`src/rtl/muldiv_iter.sv`:
```
// Iterative radix-2 multiply / restoring divide unit with a start/ready handshake.
// Define MD_DIVZERO_FAST_EN to finish divide-by-zero in one cycle.
module muldiv_iter #(
  parameter int WIDTH = 32
) (
  input  logic               clk,
  input  logic               resetn,
  input  logic               start_i,
  input  logic [1:0]         op_i,
  input  logic [WIDTH-1:0]   opdata1_i,
  input  logic [WIDTH-1:0]   opdata2_i,
  input  logic               annul_i,
  output logic               busy_o,
  output logic               ready_o,
  output logic [2*WIDTH-1:0] result_o
);

  localparam int CNT_W = $clog2(WIDTH + 1);
  localparam logic [CNT_W-1:0] CNT_LAST = CNT_W'(WIDTH - 1);

  typedef enum logic [2:0] {IDLE, PREP, CALC, FIX, DONE} state_t;

  state_t           state;
  logic [1:0]       op_q;
  logic [WIDTH-1:0] a_q, b_q, opnd_q, acc_hi, acc_lo;
  logic             neg_q, neg_r, ready_q;
  logic [CNT_W-1:0] cnt;

  logic               is_signed, is_div, div_zero, div_ge;
  logic [WIDTH-1:0]   a_mag, b_mag, step_hi, step_lo, quo_fix, rem_fix;
  logic [WIDTH:0]     mul_sum, rem_sh;
  logic [2*WIDTH-1:0] prod_fix, fix_result;

  // acc_hi/acc_lo hold {partial product, multiplier} for mul and {remainder, quotient} for div.
  always_comb begin
    // NOTE: every always_comb output gets a value on every path, so no latch is inferred.
    is_signed = ~op_q[0];
    is_div    = op_q[1];
    div_zero  = (b_q == '0);
    a_mag     = (is_signed && a_q[WIDTH-1]) ? -a_q : a_q;
    b_mag     = (is_signed && b_q[WIDTH-1]) ? -b_q : b_q;

    mul_sum = {1'b0, acc_hi} + (acc_lo[0] ? {1'b0, opnd_q} : '0);
    rem_sh  = {acc_hi, acc_lo[WIDTH-1]};
    div_ge  = (rem_sh >= {1'b0, opnd_q});

    if (is_div) begin
      step_hi = div_ge ? (rem_sh[WIDTH-1:0] - opnd_q) : rem_sh[WIDTH-1:0];
      step_lo = {acc_lo[WIDTH-2:0], div_ge};
    end else begin
      step_hi = mul_sum[WIDTH:1];
      step_lo = {mul_sum[0], acc_lo[WIDTH-1:1]};
    end

    prod_fix = neg_q ? -{acc_hi, acc_lo} : {acc_hi, acc_lo};
    quo_fix  = neg_q ? -acc_lo : acc_lo;
    rem_fix  = neg_r ? -acc_hi : acc_hi;

    if (!is_div)       fix_result = prod_fix;
    else if (div_zero) fix_result = {a_q, {WIDTH{1'b1}}};
    else               fix_result = {rem_fix, quo_fix};
  end

  // A flush in DONE must suppress the pulse in the same cycle, hence the combinational gate.
  assign ready_o = ready_q & ~annul_i;

  always_ff @(posedge clk or negedge resetn) begin
    // NOTE: sequential state uses non-blocking assignments so every flop samples pre-edge values.
    if (!resetn) begin
      state    <= IDLE;
      op_q     <= '0;
      a_q      <= '0;
      b_q      <= '0;
      opnd_q   <= '0;
      acc_hi   <= '0;
      acc_lo   <= '0;
      neg_q    <= 1'b0;
      neg_r    <= 1'b0;
      cnt      <= '0;
      busy_o   <= 1'b0;
      ready_q  <= 1'b0;
      result_o <= '0;
    end else if (annul_i && state != IDLE) begin
      state   <= IDLE;
      busy_o  <= 1'b0;
      ready_q <= 1'b0;
    end else begin
      case (state)
        IDLE: begin
          if (start_i && !annul_i) begin
            op_q <= op_i;
            a_q  <= opdata1_i;
            b_q  <= opdata2_i;
`ifdef MD_DIVZERO_FAST_EN
            if (op_i[1] && opdata2_i == '0) begin
              state    <= DONE;
              ready_q  <= 1'b1;
              result_o <= {opdata1_i, {WIDTH{1'b1}}};
            end else
`endif
            begin
              state  <= PREP;
              busy_o <= 1'b1;
            end
          end
        end
        PREP: begin
          neg_q  <= is_signed & (a_q[WIDTH-1] ^ b_q[WIDTH-1]);
          neg_r  <= is_signed & a_q[WIDTH-1];
          opnd_q <= is_div ? b_mag : a_mag;
          acc_hi <= '0;
          acc_lo <= is_div ? a_mag : b_mag;
          cnt    <= CNT_LAST;
          state  <= CALC;
        end
        CALC: begin
          acc_hi <= step_hi;
          acc_lo <= step_lo;
          if (cnt == '0) state <= FIX;
          else           cnt   <= cnt - 1'b1;
        end
        FIX: begin
          result_o <= fix_result;
          busy_o   <= 1'b0;
          ready_q  <= 1'b1;
          state    <= DONE;
        end
        DONE: begin
          ready_q <= 1'b0;
          state   <= IDLE;
        end
        default: state <= IDLE;
      endcase
    end
  end

endmodule

```
`config.mk`:
```
export PLATFORM = sky130hd
export DESIGN_NAME = muldiv_iter
export DESIGN_NICKNAME = d
export VERILOG_FILES = /design/src/rtl/muldiv_iter.sv
export SDC_FILE = /design/constraint.sdc
export NUM_CORES = 1
export LEC_CHECK = 0
export BUFFER_PORTS_ARGS = -buffer_cell sky130_fd_sc_hd__buf_2
export CORE_MARGIN = 4
export CORE_UTILIZATION = 55
export DETAILED_ROUTE_END_ITERATION = 16
export PLACE_DENSITY = 0.83
export SYNTH_ARGS = -nofsm -noshare
export SYNTH_HDL_FRONTEND = slang
export SYNTH_SLANG_ARGS = --single-unit
```
`constraint.sdc`:
```
create_clock -name clk -period 6.7 [get_ports clk]
set_clock_uncertainty 0.05 [all_clocks]
set_input_delay 2.01 -clock clk [delete_from_list [all_inputs] [get_ports clk]]
set_output_delay 2.01 -clock clk [all_outputs]
set_load 0.01 [all_outputs]
```
* Yosys cells after proc, flatten, opt, wreduce, memory -nomap -nowiden *
Index checks and enable logic that the tools add are counted.

operators by class
  $add $sub $neg = 8
  $mul = 0
  div/mod/pow operators = 0
  magnitude comparators = 1
  equality and inequality tests = 7
  shifts and indexed selects = 0
  multiplexer cells = 26
  bitwise operators = 7
  reductions and logical operators = 19

operators by type and width
  kind                                                  count
  2-to-1 mux 32 bit                                     10
  2-to-1 mux 64 bit                                     3
  negation 32 bit                                       4
  case mux 32 bit (2 select lines)                      2
  negation 64 bit                                       1
  adder 32 x 32 -> 33 bit                               1
  >= comparator 33 x 32 -> 1 bit                        1
  logical NOT 32 bit                                    1
  subtractor 32 bit                                     1
  case mux 3 bit (4 select lines)                       1
  case mux 6 bit (2 select lines)                       1
  AND reduction 2 bit                                   5
  2-to-1 mux 3 bit                                      3
  nonzero test 3 bit                                    3
  equality test 3 x 2 -> 1 bit (second input constant)  2
  logical NOT 6 bit                                     1
  2-to-1 mux 6 bit                                      1
  != test 3 bit (second input constant)                 2
  AND reduction 3 bit                                   2
  subtractor 6 x 1 -> 6 bit (second input constant)     1
  logical AND 1 bit                                     4
  case mux 1 bit (2 select lines)                       2
  bitwise AND 1 bit                                     3
  equality test 3 x 1 -> 1 bit (second input constant)  1
  8 further kinds                                       12

word-level totals
  register bits after elaboration = 239
  bits in latches = 0
  bits in writable memories = 0
  bits in read-only memories = 0
  memories kept = 0

* Longest topological paths before layout *
Gate-level depths: netlist (run 1).

  word-level depth = 5
  depth in mapped cells = 14
  mapped depth without buffers = 13

* Worst setup path before layout (run 1) *
Ideal clock, no wire load.

  kind = input port to output port
  start = in annul_i
  end = out ready_o
  data arrival time = 2.371 ns
  required time = 4.640 ns
  slack = 2.269 ns
  stages on the path = 2
  buffers on the path = 1
  cells stage by stage = clkbuf_1 > nor2b_1

on the way
  cells in the longest elaborated chain, start to end = 2

ends and longest elaborated chain
  what               RTL line  text
  start, declared    12        input logic annul_i,
  inverter 1 bit     65        assign ready_o = ready_q & ~annul_i;
  bitwise AND 1 bit  65
  end, declared      14        output logic ready_o,

No other way between the ends.

* Worst setup path in the final report (run 1) *
  start = reg acc_hi[8]
  end = reg acc_hi[22]

on the way
  cells in the longest elaborated chain, start to end = 4
  elaborated cells on any way between the ends = 6
  those cells by class = 2 x add/sub; 1 x order compare; 3 x mux

ends and longest elaborated chain
  what                                                                 RTL line  text
  start, declared                                                      25        logic [WIDTH-1:0] a_q, b_q, opnd_q, acc_hi, acc_lo;
  start signal, assigned                                               117       acc_hi <= step_hi;
  subtractor 32 bit or >= comparator 33 x 32 -> 1 bit (tied branches)  48, 45
  2-to-1 mux 32 bit                                                    48        step_hi = div_ge ? (rem_sh[WIDTH-1:0] - opnd_q) : rem_sh[WIDTH-1:0];
  2-to-1 mux 32 bit *                                                  47        if (is_div) begin
  case mux 32 bit (2 select lines) *                                   88        case (state)

Every way passes the cells marked *; elsewhere a longest branch is shown, timed or not.
A chain may end at the register's enable or synchronous reset.

==> impl_metrics.ini, run 1 <==
[critical_path]
reg2reg_from = acc_hi[8]
r2r_slack_ns = 2.22
crit_path_end_kind = flop
critical_path.most_common_cell = nand4_1
path_cells = ha_1 > nand4_1 > nor3_1 > nand4_1 > o41ai_1 > o21bai_1 > inv_1 > nor2_4 > mux2i_1 > o21ai_0
cp_data_arrival_time_ns = 4.82
cp_data_required_time_ns = 7.04
startpoint_type = flop
slowest_delay_ns = 0.90
crit_fanout = 31
cp_slowest_cell = nor2_4
r2r-end = acc_hi[22]
critical_path_class = flop to flop
rr_worst_depth = 10

[clock_network]
cts-buffers-inserted = 28
cts_hold_buffers = 0
clkLatencyLatePin_ns = 0.59
cts_root_buf = clkbuf_16
path_clk_slew_ns = 0.07
post-cts-setup-buffers = 0
htree_levels = 1
cts_tree = done
ctsResizeCount = 0
cts_sinks = 239
clock_path_buffers = 3

[power_and_ir_drop]
vdd_drop_max_uv = 284
p_per_area_nw_per_um2 = 548
leakage_nw = 8.93

[min_path]
worstHoldStart = result_o[2]
holdCritPathClass = flop to flop
whs_endpoint = result_o[2]
hold_depth = 2

[detailed_routing]
final_antenna_net_count = 0
wl_per_cell_um = 22.8
drt_iter0_drc = 2293
drc = 0
wl_um = 59900
drtPass1Iterations = 6
via_count = 17279
vias_per_cell = 6.58

[yosys]
synth_cell_types = 78
yosys_warnings = 0
synthArstFlopShare_pct = 100
synth.most_common_cell = nand2_1
synthTopCellsByCount = nand2_1 (257), dfrtp_1 (239), o21ai_0 (233)
synth_area_per_cell_sq_um = 8.26
ys.flop_type = dfrtp_1
synth_top_area_cell = dfrtp_1
ys_seq_elements = 239
synth.net_count = 2294
yosysSeqAreaShare_pct = 33.7
ys_top_cells_by_area = dfrtp_1 (34%), o21ai_0 (6.6%), xnor2_1 (5.5%)
synth_top_cell_area_share_pct = 33.7
synth_area_sq_um = 17800
synth_edf_count = 0
syn_inst = 2152

[global_routing]
grt_max_degree = 118
grt_pass1_vias = 16434
grt_pass1_wl_um = 93500
antenna_found_initial = 0
overflow = 0
grt_use_total_pct = 32.9

[final_layout]
layout-drive-gt1-share_pct = 13.8
final-instance-count-excl-fill = 2626
synthToLayoutAreaGrowth_pct = 10.5
diodes = 0
fill_cells = 2716
final_nets = 2345
regArea_sq_um = 5990
multi_input_area_sq_um = 11000

[die]
fp.dieArea_sq_um = 35300
boundaryPins = 136
coreArea_sq_um = 31700
die_w_um = 188
num_rows = 65
start_util_pct = 56.0
die_y_um = 188

[sta]
timing.slew.headroom_pct = 21.6
drv_slew = 0
timing.final.crit_share_pct = 66.8
fin_crit_ns = 4.48
finalHoldViolCount = 0
finalSetupViolCount = 0
clock.fmax_mhz = 223
rsz0062_at_grt = no
finalSetupTns_ns = 0
worst_pin_slew_ns = 1.17

[run_status]
status = finished clean

[placement]
place_congestion = 1.02
place_hpwl_um = 44200
place_inst = 2575
io_buffers = 135

[run]
max_cap_violations = 0
[cell families after synthesis]
family,synth area share (%)
DFF,33.7
muxes,6.91
and+or+nand+nor,17.7
AOI/OAI and AO/OA,22.3
buffers and inverters,4.41
adders and majority gates,5.15
xor gates and xnor gates,9.81
[power by group]
part           internal [mW]  switching [mW]  total (mW)
combinational           2.40            3.76        6.17
sequential              1.99           0.913        2.91
clock                   1.02           0.670        1.69
[per-stage QoR]
step / setup slack, ns / utilization [%] / total power, mW / cell area [sq um] / hold slack [ns]
floorplan: 2.27 / - / 6.98 / 17800 / 0.400
global placement: 2.24 / 58.8 / 8.71 / 18600 / 0.399
detailed placement: 2.24 / 58.8 / 8.82 / 18600 / 0.401
CTS: 2.23 / 61.9 / 10.6 / 19600 / 0.419
global route: 1.94 / 61.9 / 11.4 / 19600 / 0.446
finish: 2.22 / 61.9 / 10.8 / 19600 / 0.422
[placed cells by master, fill, tap and decap left out, drive strengths merged, types with 20 or more instances in the layout]
cell    netlist  final
nand2       257    257
o21ai       240    240
dfrtp       239    239
nor2        200    200
buf          21    156
a21oi       148    148
xnor2       111    111
xor2         88     88
mux2         76     76
ha           70     70
inv          65     66
nor3         42     42
clkbuf      114     39
a211oi       38     38
a21o         36     36
mux2i        35     35
nand3        31     31
o31ai        25     25
a31oi        24     24
nand2b       20     20
or3          20     20
[area by class of cell]
type | instances | share of cell area (%)
multi-input combinational | 1711 | 56.2
tap | 402 | 2.56
timing repair buffer | 156 | 4.36
inverter | 67 | 1.28
clock inverter | 12 | 1.11
clock buffer | 39 | 4.03
sequential | 239 | 30.5
[per-layer routing]
layer  global-route usage [%]  share of wire (%)
met3                     6.96                 11
met5                        0                  0
met1                     45.2                 41
met2                     50.5                 43
met4                     14.6                5.5
[worst max-delay path: cells and delay by family, from the launching register on]
kind / cells / cell delay (ns)
simple gates: 4 / 1.47
compound gates: 3 / 1.05
flops: 1 / 0.63
fa+ha+maj: 1 / 0.53
mux: 1 / 0.30
buf+inv: 1 / 0.23
[sequential cells by signal (all words and copies together), names as in the netlist]
signal and cells:
result_o 64, a_q 32, acc_hi 32, acc_lo 32, b_q 32, opnd_q 32
cnt 6, state 3, op_q 2, busy_o 1, neg_q 1, neg_r 1
ready_q 1
[worst max-delay path by stage]
stage / from / to
6_report: acc_hi[8] / acc_hi[22]
3_3_place_gp: annul_i / ready_o
3_5_place_dp: annul_i / ready_o
4_1_cts: annul_i / ready_o
2_1_floorplan: annul_i / ready_o
5_1_grt: acc_hi[8] / acc_hi[24]
(Power assumes the default switching activity.)
==> run 2, diff against run 1 <==
PLACE_DENSITY = 0.86   (was 0.83)
clock period = 3.7 ns   (was 6.7 ns; I/O delays follow)
==> impl_metrics.ini, run 2 (same netlist as run 1, synthesis figures left out) <==
[detailed_routing]
wl_per_cell_um = 23.4
dr_wl_met3_um = 6620
vias_per_cell = 6.55
wl_um = 63100
top_layer = met4
met2WireLength_um = 27100
final_antenna_net_count = 0
via_count = 17700
drc = 0
drt_iter0_drc = 2192
m1WireLength_um = 26000
drtPass1Iterations = 6

[clock_network]
path_clk_slew_ns = 0.06
cts_tree = done
htree_levels = 1
cts_root_buf = clkbuf_16
cts_hold_buffers = 0
clkLatencyLatePin_ns = 0.56
clock_path_buffers = 3
cts_sinks = 239
cts-buffers-inserted = 28
ctsResizeCount = 0
post-cts-setup-buffers = 0

[sta]
clock.fmax_mhz = 281
timing.slew.headroom_pct = 40.4
finalSetupTns_ns = 0
timing.final.crit_share_pct = 96.0
worst_pin_slew_ns = 0.893
drv_slew = 0
finalHoldViolCount = 0
rsz0062_at_grt = no
finalSetupViolCount = 0
fin_crit_ns = 3.55

[global_routing]
antenna_found_initial = 2
grt_use_total_pct = 34.7
overflow = 0
grt_max_degree = 108
grt_pass1_wl_um = 97800
grt_pass1_vias = 16894

[final_layout]
fill_cells = 2659
largest_reg_flops = 64
final-instance-count-excl-fill = 2701
synthToLayoutAreaGrowth_pct = 14.2
final_nets = 2419
final_common_cell = nand2_1
layout_common_cells = nand2_1 (254), dfrtp_1 (237), o21ai_0 (233), nor2_1 (199), a21oi_1 (148)
design_area_sq_um = 20300
layout-drive-gt1-share_pct = 16.6
top_register = result_o

[critical_path]
cp_data_required_time_ns = 4.10
cp_slowest_cell = mux4_2
crit_buf_inv = 2
crit_path_end_kind = flop
crit_fanout = 7
path_depth = 12
rr_worst_depth = 12
critical_path_class = flop to flop
slowest_delay_ns = 0.45
startpoint_type = flop
crit_family = compound AO/OA/AOI/OAI gates
path_cells = inv_1 > ha_1 > a21oi_1 > o21ai_0 > a41oi_1 > nand3_1 > a41oi_2 > o21a_1 > nor2_4 > buf_4 > mux4_2 > mux2_2
cp_data_arrival_time_ns = 3.95

[placement]
place_congestion = 0.990
postPlaceCellArea_sq_um = 19300
place_inst = 2649
place_hpwl_um = 47600
io_buffers = 135

[min_path]
hold_depth = 2
holdCritPathClass = flop to flop

[die]
die_y_um = 188
die_w_um = 188
coreArea_sq_um = 31700
num_rows = 65
boundaryPins = 136
fp.dieArea_sq_um = 35300
start_util_pct = 56.0

[power_and_ir_drop]
p_per_area_nw_per_um2 = 1000
leakage_nw = 9.32
vdd_drop_max_uv = 494

[run_status]
status = finished clean

[run]
max_cap_violations = 0
==> run 2: changes by cell type in the layout (fill, tap and decap cells not counted), moves of 2 or more <==
| cell | change |
|---|---|
| buf_4 | +63 |
| clkinvlp_4 | +2 |
| diode_2 | +2 |
| clkbuf_1 | +2 |
| buf_12 | +11 |
| bufinv_16 | -2 |
==> run 2: area by class of cell <==
type	count	area, sq um	share of cell area (%)
multi-input combinational	1711	11100	54.5
antenna	2	5.00	0.0247
tap	402	503	2.48
sequential	239	5980	29.5
inverter	67	251	1.24
clock buffer	42	825	4.06
clock inverter	8	120	0.592
timing repair buffer	230	1550	7.63
==> run 2: metrics by stage <==
step           worst slack (ns)  util, %  total power, mW  hold WS (ns)
4_1_cts                   0.104     63.9             19.9         0.415
6_report                  0.147     64.0             20.3         0.413
3_3_place_gp              0.190     60.9             16.8         0.398
5_1_grt                0.000675     63.9             21.5         0.447
3_5_place_dp              0.121     60.9             16.9         0.403
2_1_floorplan             0.427        -             12.6         0.400
==> run 2: tightest hold or removal path: stages, from the launching register on <==
cell and delay [ns]:
dfrtp_1 0.34, nand2_1 0.05, nand2_1 0.05
==> run 2: path summary, 6_finish.rpt <==
kind                                 to  slack [ns]          from
max reg2reg                   acc_lo[0]        0.15     opnd_q[8]
min                        result_o[23]        0.41  result_o[23]
max                           acc_lo[0]        0.15     opnd_q[8]
min in group asynchronous  result_o[25]        0.48        resetn
min reg2reg                result_o[23]        0.41  result_o[23]
max in group asynchronous     opnd_q[8]        2.35        resetn
==> run 2: metal layers <==
metal,up-vias,track usage [%]
met2,1089,52.0
met5,-,0
li1,7939,-
met4,0,15.1
met1,8487,49.2
met3,185,6.81
==> run 2: power by group <==
group / leakage [nW] / internal [mW] / switching [mW]
registers: 2.99 / 3.62 / 1.21
clock network: 0.457 / 1.74 / 1.15
logic: 5.87 / 4.93 / 7.64
total: 9.32 / 10.3 / 10.0
==> run 3, diff against run 2 <==
PLACE_DENSITY = 0.83   (was 0.86)
clock period = 3.5 ns   (was 3.7 ns; I/O delays follow)
==> impl_metrics.ini, run 3 (same netlist as run 1, synthesis figures left out) <==
[run_status]
status = finished clean

[placement]
io_buffers = 135
place_inst = 2689
place_congestion = 1.06
postPlaceCellArea_sq_um = 19600
place_hpwl_um = 49300

[critical_path]
r2r_slack_ns = 0.13
endpoint = result_o[52]
cp_data_arrival_time_ns = 3.72
critical_path_class = flop to flop
crit_path_end_kind = flop
cp_data_required_time_ns = 3.85
crit_fanout = 6
startpoint_type = flop
startpoint = acc_hi[1]
reg2reg_from = acc_hi[1]
r2r-end = result_o[52]
rr_worst_depth = 10

[power_and_ir_drop]
clkPwrFrac_pct = 12.5
power_frac_comb_pct = 64.1
p_per_area_nw_per_um2 = 1060
power.internal_mw = 10.9
leakage_nw = 9.43
netSwitchingFraction_pct = 49.7
p_sw_mw = 10.8
seqPwrFrac_pct = 23.3
vdd_drop_max_uv = 509

[clock_network]
cts-buffers-inserted = 26
cts_hold_buffers = 0
cts_sinks = 239
cts_root_buf = clkbuf_16
htree_levels = 1
clkLatencyLatePin_ns = 0.57
clock_path_buffers = 3
cts_tree = done
path_clk_slew_ns = 0.07

[final_layout]
largest_reg_flops = 64
final_common_cell = nand2_1
fill_cells = 2657
multi_input_area_sq_um = 11100
layout_common_cells = nand2_1 (254), dfrtp_1 (237), o21ai_0 (230), nor2_1 (199), a21oi_1 (147)
final_nets = 2458
design_area_sq_um = 20500
layout-drive-gt1-share_pct = 18.2
regArea_sq_um = 5990
synthToLayoutAreaGrowth_pct = 15.1
top_register = result_o
diodes = 0
final-instance-count-excl-fill = 2734

[die]
die_w_um = 188
start_util_pct = 56.0
boundaryPins = 136
die_y_um = 188
num_rows = 65
coreArea_sq_um = 31700
fp.dieArea_sq_um = 35300

[sta]
timing.slew.headroom_pct = 34.2
clock.fmax_mhz = 296
fin_crit_ns = 3.37
timing.final.crit_share_pct = 96.4
drv_slew = 0
finalHoldViolCount = 0
rsz0062_at_grt = yes
finalSetupViolCount = 0
worst_pin_slew_ns = 0.987

[global_routing]
grt_pass1_wl_um = 99800
antenna_found_initial = 2
grt_util_met2_pct = 54.0
grt_max_degree = 77
use_met1_pct = 49.5
grt_pass1_vias = 16979
busiest_layer = met2
grt_use_total_pct = 35.7
met3_usage_pct = 9.33
overflow = 0

[detailed_routing]
wl_per_cell_um = 23.6
drc = 0
final_antenna_net_count = 0
via_count = 17796
vias_per_cell = 6.51
wl_um = 64600
drtPass1Iterations = 6
drt_iter0_drc = 2306

[min_path]
holdCritPathClass = input port to async pin

[run]
max_cap_violations = 0
-- run 3: changes by cell type in the layout (fill, tap and decap cells not counted), moves of 3 or more --
cell,change
o21ai_1,+3
clkbuf_16,-3
buf_12,-5
o21ai_0,-3
buf_4,+46
clkbuf_8,-4
-- run 3: timing repair --
action,CTS,global route
hold endpoints to repair,0,0
setup endpoints to repair,1,16
setup buffers,1,0
gates resized for setup,0,15
pin swaps,1,1
-- run 3: per-layer routing --
layer  part of all wire, %  routed length [um]
met1                    41               26500
met2                    43               27600
met3                    12                7490
met4                   4.6                2980
met5                 0.042                  27
-- run 3: how the worst min path moves through the flow --
stage	startpoint	end	slack [ns]	cells after the start
after floorplan	opnd_q[10]	opnd_q[10]	0.40	2
after global placement	result_o[5]	result_o[5]	0.40	2
after detailed placement	result_o[5]	result_o[5]	0.40	2
after CTS	resetn	result_o[63]	0.41	1
after global routing	resetn	result_o[63]	0.42	1
final	resetn	result_o[63]	0.40	1
-- run 3: layout make-up --
cell class / instances / area share [%]
multi-input cells: 1711 / 54.3
repair buffers: 271 / 8.77
clock inverters: 10 / 0.599
clock buffers: 34 / 3.38
flip-flops and latches: 239 / 29.3
well taps: 402 / 2.46
inverters: 67 / 1.23
-- run 3: critical path, cell delays in order, from the launching register on --
cell and delay (ns):
dfrtp_1 0.46, inv_1 0.22, ha_1 0.24, or3b_2 0.54, nor4b_4 0.32, nand4_1 0.21
buf_4 0.21, o21ai_0 0.25, xnor2_1 0.11, a221oi_1 0.42, o21ai_0 0.17
-- run 3: power groups by stage --
| stage | Combinational (mW) | Clock (mW) | Sequential, mW |
|---|---|---|---|
| after floorplan | 8.54 | 0 | 4.83 |
| after global placement | 13.1 | 0 | 4.98 |
| after detailed placement | 13.3 | 0 | 5.03 |
| after CTS | 13.5 | 2.74 | 5.00 |
| after global routing | 15.1 | 2.86 | 5.18 |
| final | 13.9 | 2.72 | 5.06 |
-- run 3: metrics by stage --
step	power, mW	utilization (%)	setup slack, ns	hold slack (ns)	TNS (ns)
4_1_cts	21.2	64.3	0.0289	0.411	0
6_report	21.7	64.5	0.125	0.403	0
3_5_place_dp	18.3	61.7	-0.0149	0.405	-0.0149
5_1_grt	23.1	64.5	-0.0426	0.422	-0.0426
3_3_place_gp	18.1	61.7	0.102	0.404	0
2_1_floorplan	13.4	-	0.227	0.400	0
